## config.mk

```make
export PLATFORM = sky130hd
export DESIGN_NAME = mem_access_unit
export DESIGN_NICKNAME = d
export VERILOG_FILES = /design/src/rtl/mem_access_unit.sv
export SDC_FILE = /design/constraint.sdc
export NUM_CORES = 1
export LEC_CHECK = 0
export ABC_AREA = 1
export CORE_AREA = 2 2 194 101
export CTS_BUF_LIST = sky130_fd_sc_hd__clkbuf_4
export DETAILED_ROUTE_END_ITERATION = 10
export DIE_AREA = 0 0 196 103
export HOLD_SLACK_MARGIN = 0.05
export PLACE_DENSITY = 0.66
export SYNTH_ARGS = -nofsm -noshare
export SYNTH_HDL_FRONTEND = slang
export SYNTH_SLANG_ARGS = --single-unit
```

## constraint.sdc

```tcl
create_clock -name clk -period 2.1 [get_ports clk]
set_input_delay 0.21 -clock clk [delete_from_list [all_inputs] [get_ports clk]]
set_output_delay 0.21 -clock clk [all_outputs]
set_load 0.01 [all_outputs]
```

## src/rtl/mem_access_unit.sv

```systemverilog
// MEM-stage data-bus access unit: turns EX/MEM load/store requests into a req/ack bus
// transaction with byte lanes, load extension, store-data forwarding and error reporting.
module mem_access_unit #(
  parameter int unsigned TIMEOUT_CYC = 16
) (
  input  logic        clk,
  input  logic        rst,
  input  logic [31:0] me_alu_o,
  input  logic [31:0] me_regs_data2,
  input  logic [4:0]  me_rs2,
  input  logic        me_mem_read,
  input  logic        me_mem_write,
  input  logic [2:0]  me_func3_code,
  input  logic [4:0]  wb_rd,
  input  logic        wb_regs_write,
  input  logic [31:0] wb_data,
  output logic        dbus_req,
  output logic        dbus_we,
  output logic [31:0] dbus_addr,
  output logic [31:0] dbus_wdata,
  output logic [3:0]  dbus_be,
  input  logic        dbus_ack,
  input  logic [31:0] dbus_rdata,
  output logic        mem_stall,
  output logic [31:0] load_data,
  output logic        load_valid,
  output logic        misalign_err,
  output logic        bus_timeout_err
);

  localparam int CW = $clog2(TIMEOUT_CYC);

  typedef enum logic [1:0] {IDLE, BUSY, DONE} state_t;

  state_t        state_reg;
  logic [CW-1:0] cnt_reg;
  logic [2:0]    func3_reg;
  logic [1:0]    off_reg;
  logic          is_read_reg;

  logic          access;
  logic          illegal;
  logic [1:0]    off;
  logic [1:0]    size;
  logic [31:0]   store_data;
  logic [3:0]    be_next;
  logic [31:0]   wdata_next;
  logic [31:0]   rdata_shifted;
  logic [31:0]   load_ext;

  assign access = me_mem_read | me_mem_write;
  assign off    = me_alu_o[1:0];
  assign size   = me_func3_code[1:0];

  // Forward a result still sitting in WB; x0 is never forwarded.
  assign store_data = (wb_regs_write && (wb_rd == me_rs2) && (wb_rd != 5'd0)) ? wb_data
                                                                              : me_regs_data2;

  always_comb begin
    illegal = 1'b1;
    unique case (me_func3_code)
      3'b000:  illegal = 1'b0;
      3'b001:  illegal = off[0];
      3'b010:  illegal = (off != 2'b00);
      3'b100:  illegal = me_mem_write;
      3'b101:  illegal = me_mem_write | off[0];
      default: illegal = 1'b1;
    endcase
  end

  always_comb begin
    be_next = 4'b1111;
    unique case (size)
      2'b00:   be_next = 4'b0001 << off;
      2'b01:   be_next = 4'b0011 << {off[1], 1'b0};
      default: be_next = 4'b1111;
    endcase
  end

  generate
    for (genvar gi = 0; gi < 4; gi++) begin : g_lane
      assign wdata_next[8*gi +: 8] = (size == 2'b00) ? store_data[7:0] :
                                     (size == 2'b01) ? store_data[8*(gi%2) +: 8] :
                                                       store_data[8*gi +: 8];
    end
  endgenerate

  assign rdata_shifted = dbus_rdata >> {off_reg, 3'b000};

  always_comb begin
    load_ext = rdata_shifted;
    unique case (func3_reg)
      3'b000:  load_ext = {{24{rdata_shifted[7]}}, rdata_shifted[7:0]};
      3'b001:  load_ext = {{16{rdata_shifted[15]}}, rdata_shifted[15:0]};
      3'b100:  load_ext = {24'd0, rdata_shifted[7:0]};
      3'b101:  load_ext = {16'd0, rdata_shifted[15:0]};
      default: load_ext = rdata_shifted;
    endcase
  end

  assign mem_stall = (state_reg == BUSY) || ((state_reg == IDLE) && access);

  always_ff @(posedge clk or negedge rst) begin
    if (!rst) begin
      state_reg       <= IDLE;
      cnt_reg         <= '0;
      func3_reg       <= '0;
      off_reg         <= '0;
      is_read_reg     <= 1'b0;
      dbus_req        <= 1'b0;
      dbus_we         <= 1'b0;
      dbus_addr       <= '0;
      dbus_wdata      <= '0;
      dbus_be         <= '0;
      load_data       <= '0;
      load_valid      <= 1'b0;
      misalign_err    <= 1'b0;
      bus_timeout_err <= 1'b0;
    end else begin
      unique case (state_reg)
        IDLE: begin
          cnt_reg <= '0;
          if (access) begin
            is_read_reg <= ~me_mem_write;
            func3_reg   <= me_func3_code;
            off_reg     <= off;
            if (illegal) begin
              misalign_err <= 1'b1;
              load_valid   <= ~me_mem_write;
              load_data    <= '0;
              state_reg    <= DONE;
            end else begin
              dbus_req   <= 1'b1;
              dbus_we    <= me_mem_write;
              dbus_addr  <= {me_alu_o[31:2], 2'b00};
              dbus_be    <= be_next;
              dbus_wdata <= wdata_next;
              state_reg  <= BUSY;
            end
          end
        end
        BUSY: begin
          // An ack in the final counted cycle still completes the access normally.
          if (dbus_ack) begin
            dbus_req   <= 1'b0;
            load_valid <= is_read_reg;
            if (is_read_reg) load_data <= load_ext;
            state_reg  <= DONE;
          end else if (cnt_reg == CW'(TIMEOUT_CYC - 1)) begin
            dbus_req        <= 1'b0;
            load_data       <= '0;
            load_valid      <= is_read_reg;
            bus_timeout_err <= 1'b1;
            state_reg       <= DONE;
          end else begin
            cnt_reg <= cnt_reg + CW'(1);
          end
        end
        DONE: begin
          cnt_reg         <= '0;
          load_valid      <= 1'b0;
          misalign_err    <= 1'b0;
          bus_timeout_err <= 1'b0;
          state_reg       <= IDLE;
        end
        default: state_reg <= IDLE;
      endcase
    end
  end

endmodule

```

; ---- After elaboration in Yosys (flattened, before gate mapping)
; Cells that the tools add are included.
[word_totals]
reg_bits = 115
wordCells = 106
[classes]
n_addsub = 1
eq_ne = 20
n_shift = 3
n_mux = 39
bitwise_logic = 4
reduce_logical = 25
[op_table]
columns = op, n
row1 = 2-to-1 mux 32 bit, 6
row2 = case mux 32 bit (4 select lines), 1
row3 = case mux 32 bit (2 select lines), 1
row4 = 2-to-1 mux 8 bit, 5
row5 = right shift 32 x 5 -> 32 bit, 1
row6 = case mux 4 bit (2 select lines), 2
row7 = == test 3 bit (second input constant), 4
row8 = 2-to-1 mux 1 bit, 12
row9 = AND reduction 3 bit, 4
row10 = inequality test 2 bit (second input constant), 5
row11 = nonzero test 2 bit, 5
row12 = 2-to-1 mux 2 bit, 4
row13 = 2-to-1 mux 4 bit, 2
row14 = AND reduction 4 bit, 2
row15 = == test 3 x 1 -> 1 bit (second input constant), 2
row16 = logical NOT 3 bit, 2
row17 = case mux 1 bit (2 select lines), 3
row18 = == test 5 bit, 1
row19 = case mux 1 bit (5 select lines), 1
row20 = AND reduction 5 bit, 1
row21 = nonzero test 5 bit, 1
row22 = adder 4 x 1 -> 4 bit (second input constant), 1
row23 = == test 2 x 1 -> 1 bit (second input constant), 2
row24 = == test 4 bit (second input constant), 1
row25 = 17 further kinds, 23

; ---- Logic depth before layout (Yosys ltp)
; Gate-level depths: netlist (run 1).
[logic_depth]
depth_word = 6
ltp_mapped = 14
mapped_depth_nobuf = 13

; ---- Worst setup path after synthesis (run 1)
; Ideal clock, no wire load.
[synth_path]
path_type = register to register
start = register state_reg[1]
end = register load_data[10]
setup_time_ns = 0.130
arrival_time_ns = 1.697
required_ns = 1.970
setup_slack_ns = 0.273
path_stages_with_launch = 10
n_path_buf = 1
period_less_slack_ns = 1.827
cell_sequence = dfrtp_1 > inv_1 > ha_1 > nand2_1 > or2_2 > nand2_2 > nor2_2 > nand4_4 > clkbuf_1 > o21ai_0
[synth_between]
elab_chain_len = 3
elab_cells_between_ends = 9
classes_between = 5 x eq/ne / 1 x mux / 3 x reduce/logical
[synth_lines]
columns = item, line
row1 = start: declaration, 35  ; state_t state_reg;
row2 = start signal: assignment, 105  ; state_reg <= IDLE;
row3 = start signal: assignment, 131  ; state_reg <= DONE;
row4 = start signal: assignment, 138  ; state_reg <= BUSY;
row5 = == test 2 x 1 -> 1 bit or logical NOT 2 bit (tied branches), 120  ; unique case (state_reg)
row6 = "inequality test 3 bit (no source line), or another cell as far along", n/a
row7 = AND reduction 5 bit (no source line), n/a
row8 = end signal: assignment, 147  ; if (is_read_reg) load_data <= load_ext;
row9 = end: declaration, 25  ; output logic [31:0] load_data,
; Several ways; a longest one is shown, not always the timed one.
; A chain may end at the register's enable or synchronous reset.

; ---- Worst setup path after layout (run 1)
[layout_path]
start = register state_reg[0]
end = register load_data[25]
; The elaborated chain is that of the path after synthesis.

==> results of run 1 <==
-- stage by stage --
stage	cell area (µm²)	util [%]	setup TNS (ns)	hold slack, ns
after detailed placement	9350	49.9	-0.0147	0.202
after global routing	9710	51.8	0	0.164
after global placement	9350	49.9	0	0.199
final	9710	51.8	0	0.190
after CTS	9720	51.9	0	0.148
after floorplan	6350	-	0	-0.0856
-- cell type report --
type | instances | area [µm²]
fillers | 1808 | 9020
multi-input cells | 627 | 2950
repair buffers | 295 | 2950
flip-flops and latches | 115 | 2880
inverters | 83 | 314
well taps | 247 | 309
clock inverters | 15 | 189
clock buffers | 17 | 128
-- cells in the mapped netlist, types with 3 or more instances --
cell type,count,area share (%)
a21oi_1,13,1.0
a22o_1,7,0.97
a2bb2oi_2,3,0.71
and2_1,8,0.79
buf_2,15,1.2
buf_4,9,1.1
clkbuf_1,17,1.0
dfrtp_1,115,45
ha_1,5,0.99
inv_1,79,4.7
mux2i_1,7,1.1
nand2_1,369,22
nand2_2,3,0.30
nand3_1,51,4.0
nand4_1,25,2.5
nor2_1,41,2.4
nor2_2,3,0.30
nor2_4,3,0.53
o211ai_1,3,0.35
o21ai_0,56,4.4
or2_1,7,0.69
-- cells by family (layout without fill, tap and decap cells) --
family / count (synthesis) / after routing / synth area share [%]
buf+inv: 127 / 410 / 8.62
flops: 115 / 115 / 45.4
mux: 8 / 8 / 1.28
compound gates: 89 / 89 / 8.46
fa+ha+maj: 5 / 5 / 0.986
xor+xnor: 1 / 1 / 0.138
simple gates: 522 / 522 / 35.1
other cells: 1 / 2 / 0.0591
-- worst max-delay path: stages (launching register included) --
cell and delay (ns):
dfrtp_1 0.42, buf_4 0.16, ha_4 0.18, buf_4 0.14, nand2_1 0.10, o21ai_0 0.13, nor2_2 0.18, nand4_4 0.14
nor2_4 0.13, buf_12 0.15, nand2_1 0.08, nand2_1 0.08
-- power groups by stage --
stage,clock network (mW),registers [mW],logic [mW]
after floorplan,0,3.82,2.36
after global placement,0,3.57,5.45
after detailed placement,0,3.56,5.49
after CTS,1.92,3.54,5.57
after global routing,2.02,3.64,6.09
final,1.85,3.54,5.57
-- metal layers --
| metal | vias to the layer above | wire, µm | track usage [%] |
|---|---|---|---|
| met5 | - | 0 | 0 |
| met4 | 0 | 204 | 4.66 |
| met3 | 14 | 2640 | 9.39 |
| met2 | 300 | 8620 | 29.6 |
| met1 | 3162 | 11700 | 36.3 |
| li1 | 3280 | - | - |
-- what timing repair did --
item,CTS,global route
resized for setup,6,3
endpoints found under the setup margin,1,2
setup buffers,2,0
hold endpoints to repair,94,0
hold buffers,1,0
pin swaps,0,1
-- worst max path at each step --
stage,from,end,slack [ns]
2_1_floorplan,state_reg[1],load_data[10],0.27
3_3_place_gp,me_func3_code[0],dbus_wdata[27],0.07
3_5_place_dp,me_func3_code[0],dbus_wdata[21],-0.009
4_1_cts,state_reg[0],mem_stall,0.02
5_1_grt,state_reg[0],load_data[25],0.002
6_report,state_reg[0],load_data[25],0.16
==> results by group, run 1 <==
Status
  – Status: finished, final reports clean

Synth
  – Register bit count reported by yosys: 115
  – Post-synth top flop: dfrtp_1
  – Yosys Warn Count: 0
  – Fraction of registers with async set/reset: 100%
  – Syn Inst Count: 868
  – Post-synth EDFFs: 0
  – Synth unique cells: 42
  – Synth Area per Inst: 7.31 µm²
  – Mapped Area: 6340 µm²
  – Sequential-to-total area share from yosys stat: 45.4%

GRT
  – Largest net degree at the start of global routing: 48
  – Vias in the first global route: 6413
  – Global route overflow: 0
  – First-pass GRT wire length: 35.9 mm
  – Antenna violations before repair: 0
  – GRT Util Overall: 23.4%

Clock tree
  – Reg clk slew, reported paths: 0.11 ns
  – Clock sink count: 115
  – Clock latency on the worst-skew pair: 0.51 ns
  – CTS Buf Count: 17
  – Root buffer cell: clkbuf_4
  – CTS tree: done
  – H-Tree Depth: 4
  – Max clock buf depth: 2

STA
  – Post-route setup slack: 0.156 ns
  – Final hold violations: 0
  – RSZ-0062 raised after global routing: no
  – Fin crit share: 92.6%
  – Minimum clock period: 1.94 ns
  – Setup Skew: 0.0196 ns
  – Pins Over Slew Limit: 0
  – Max Clock Freq: 514 MHz
  – # setup viols final: 0
  – Worst Tran Pin Value: 0.515 ns
  – Slew margin rel.: 65.6%

Pwr
  – Clock share of power: 16.9%
  – Power Dens Cells: 1130 nW/µm²
  – VDD IR max: 0.000544 V
  – Combinational Power Share: 50.8%
  – Lkg Pwr: 4.75 nW
  – Power Internal: 6.65 mW
  – Sw frac: 39.4%
  – Pwr Total: 11.0 mW
  – Sequential power share: 32.3%
  – Psw: 4.32 mW

Drt
  – Vias: 6756
  – Via density: 4.83
  – Wire per inst: 16.6 µm
  – TritonRoute pass-1 iters: 5
  – Starting DRT DRC Count: 475
  – Antenna Nets Post-Route: 0
  – Number of remaining DRC errors: 0
  – Routed wire length: 23.2 mm

Critical path
  – Reg2reg end: load_data[25]
  – Critical path arrival: 2.39 ns
  – R2R setup slack: 0.16 ns
  – CP endpoint kind: flop
  – R2R depth: 11
  – Worst EP required: 2.55 ns
  – Setup Crit Path Kind: reg2reg
  – Reg2reg start: state_reg[0]
  – CP Launch Type: flop
  – Crit Path Max Fanout: 16

Place
  – Input/output buffers: 250
  – GP Congestion: 0.964
  – Post-Place Worst Slack: -0.00931 ns
  – HPWL Detailed: 18.1 mm
  – Placed Cells: 1364

Die
  – Row count: 36
  – Die Span X: 196 µm
  – Total die area: 20200 µm²
  – Ports: 253
  – Initial core utilization: 33.9%
  – Core Box Area: 18700 µm²
  – Die height: 103 µm

Layout
  – N_diodes: 0
  – Area growth syn-to-layout: 53.1%
  – Largest registers: dbus_wdata (32), load_data (32), dbus_addr (30)
  – Non-Filler Instances: 1399
  – Commonest cells after routing, fill and taps aside: nand2_1, clkdlybuf4s50_1, dfrtp_1
  – Fin nets: 1291
  – Commonest non-fill, non-tap cell in the layout: nand2_1
  – Share of layout cells above drive strength 1: 8.94%

Run
  – Max-Cap Viols: 0

Hold path
  – Hold Crit Class: in2async
Note: power is estimated with default switching activity, not from simulation.
==> run 2, diff against run 1 <==
CTS_CLUSTER_DIAMETER = 100   (was unset)
SLEW_MARGIN = 20   (was unset)
==> results of run 2 <==
Same layout as run 1: the final DEF is identical, and so are final timing and power.
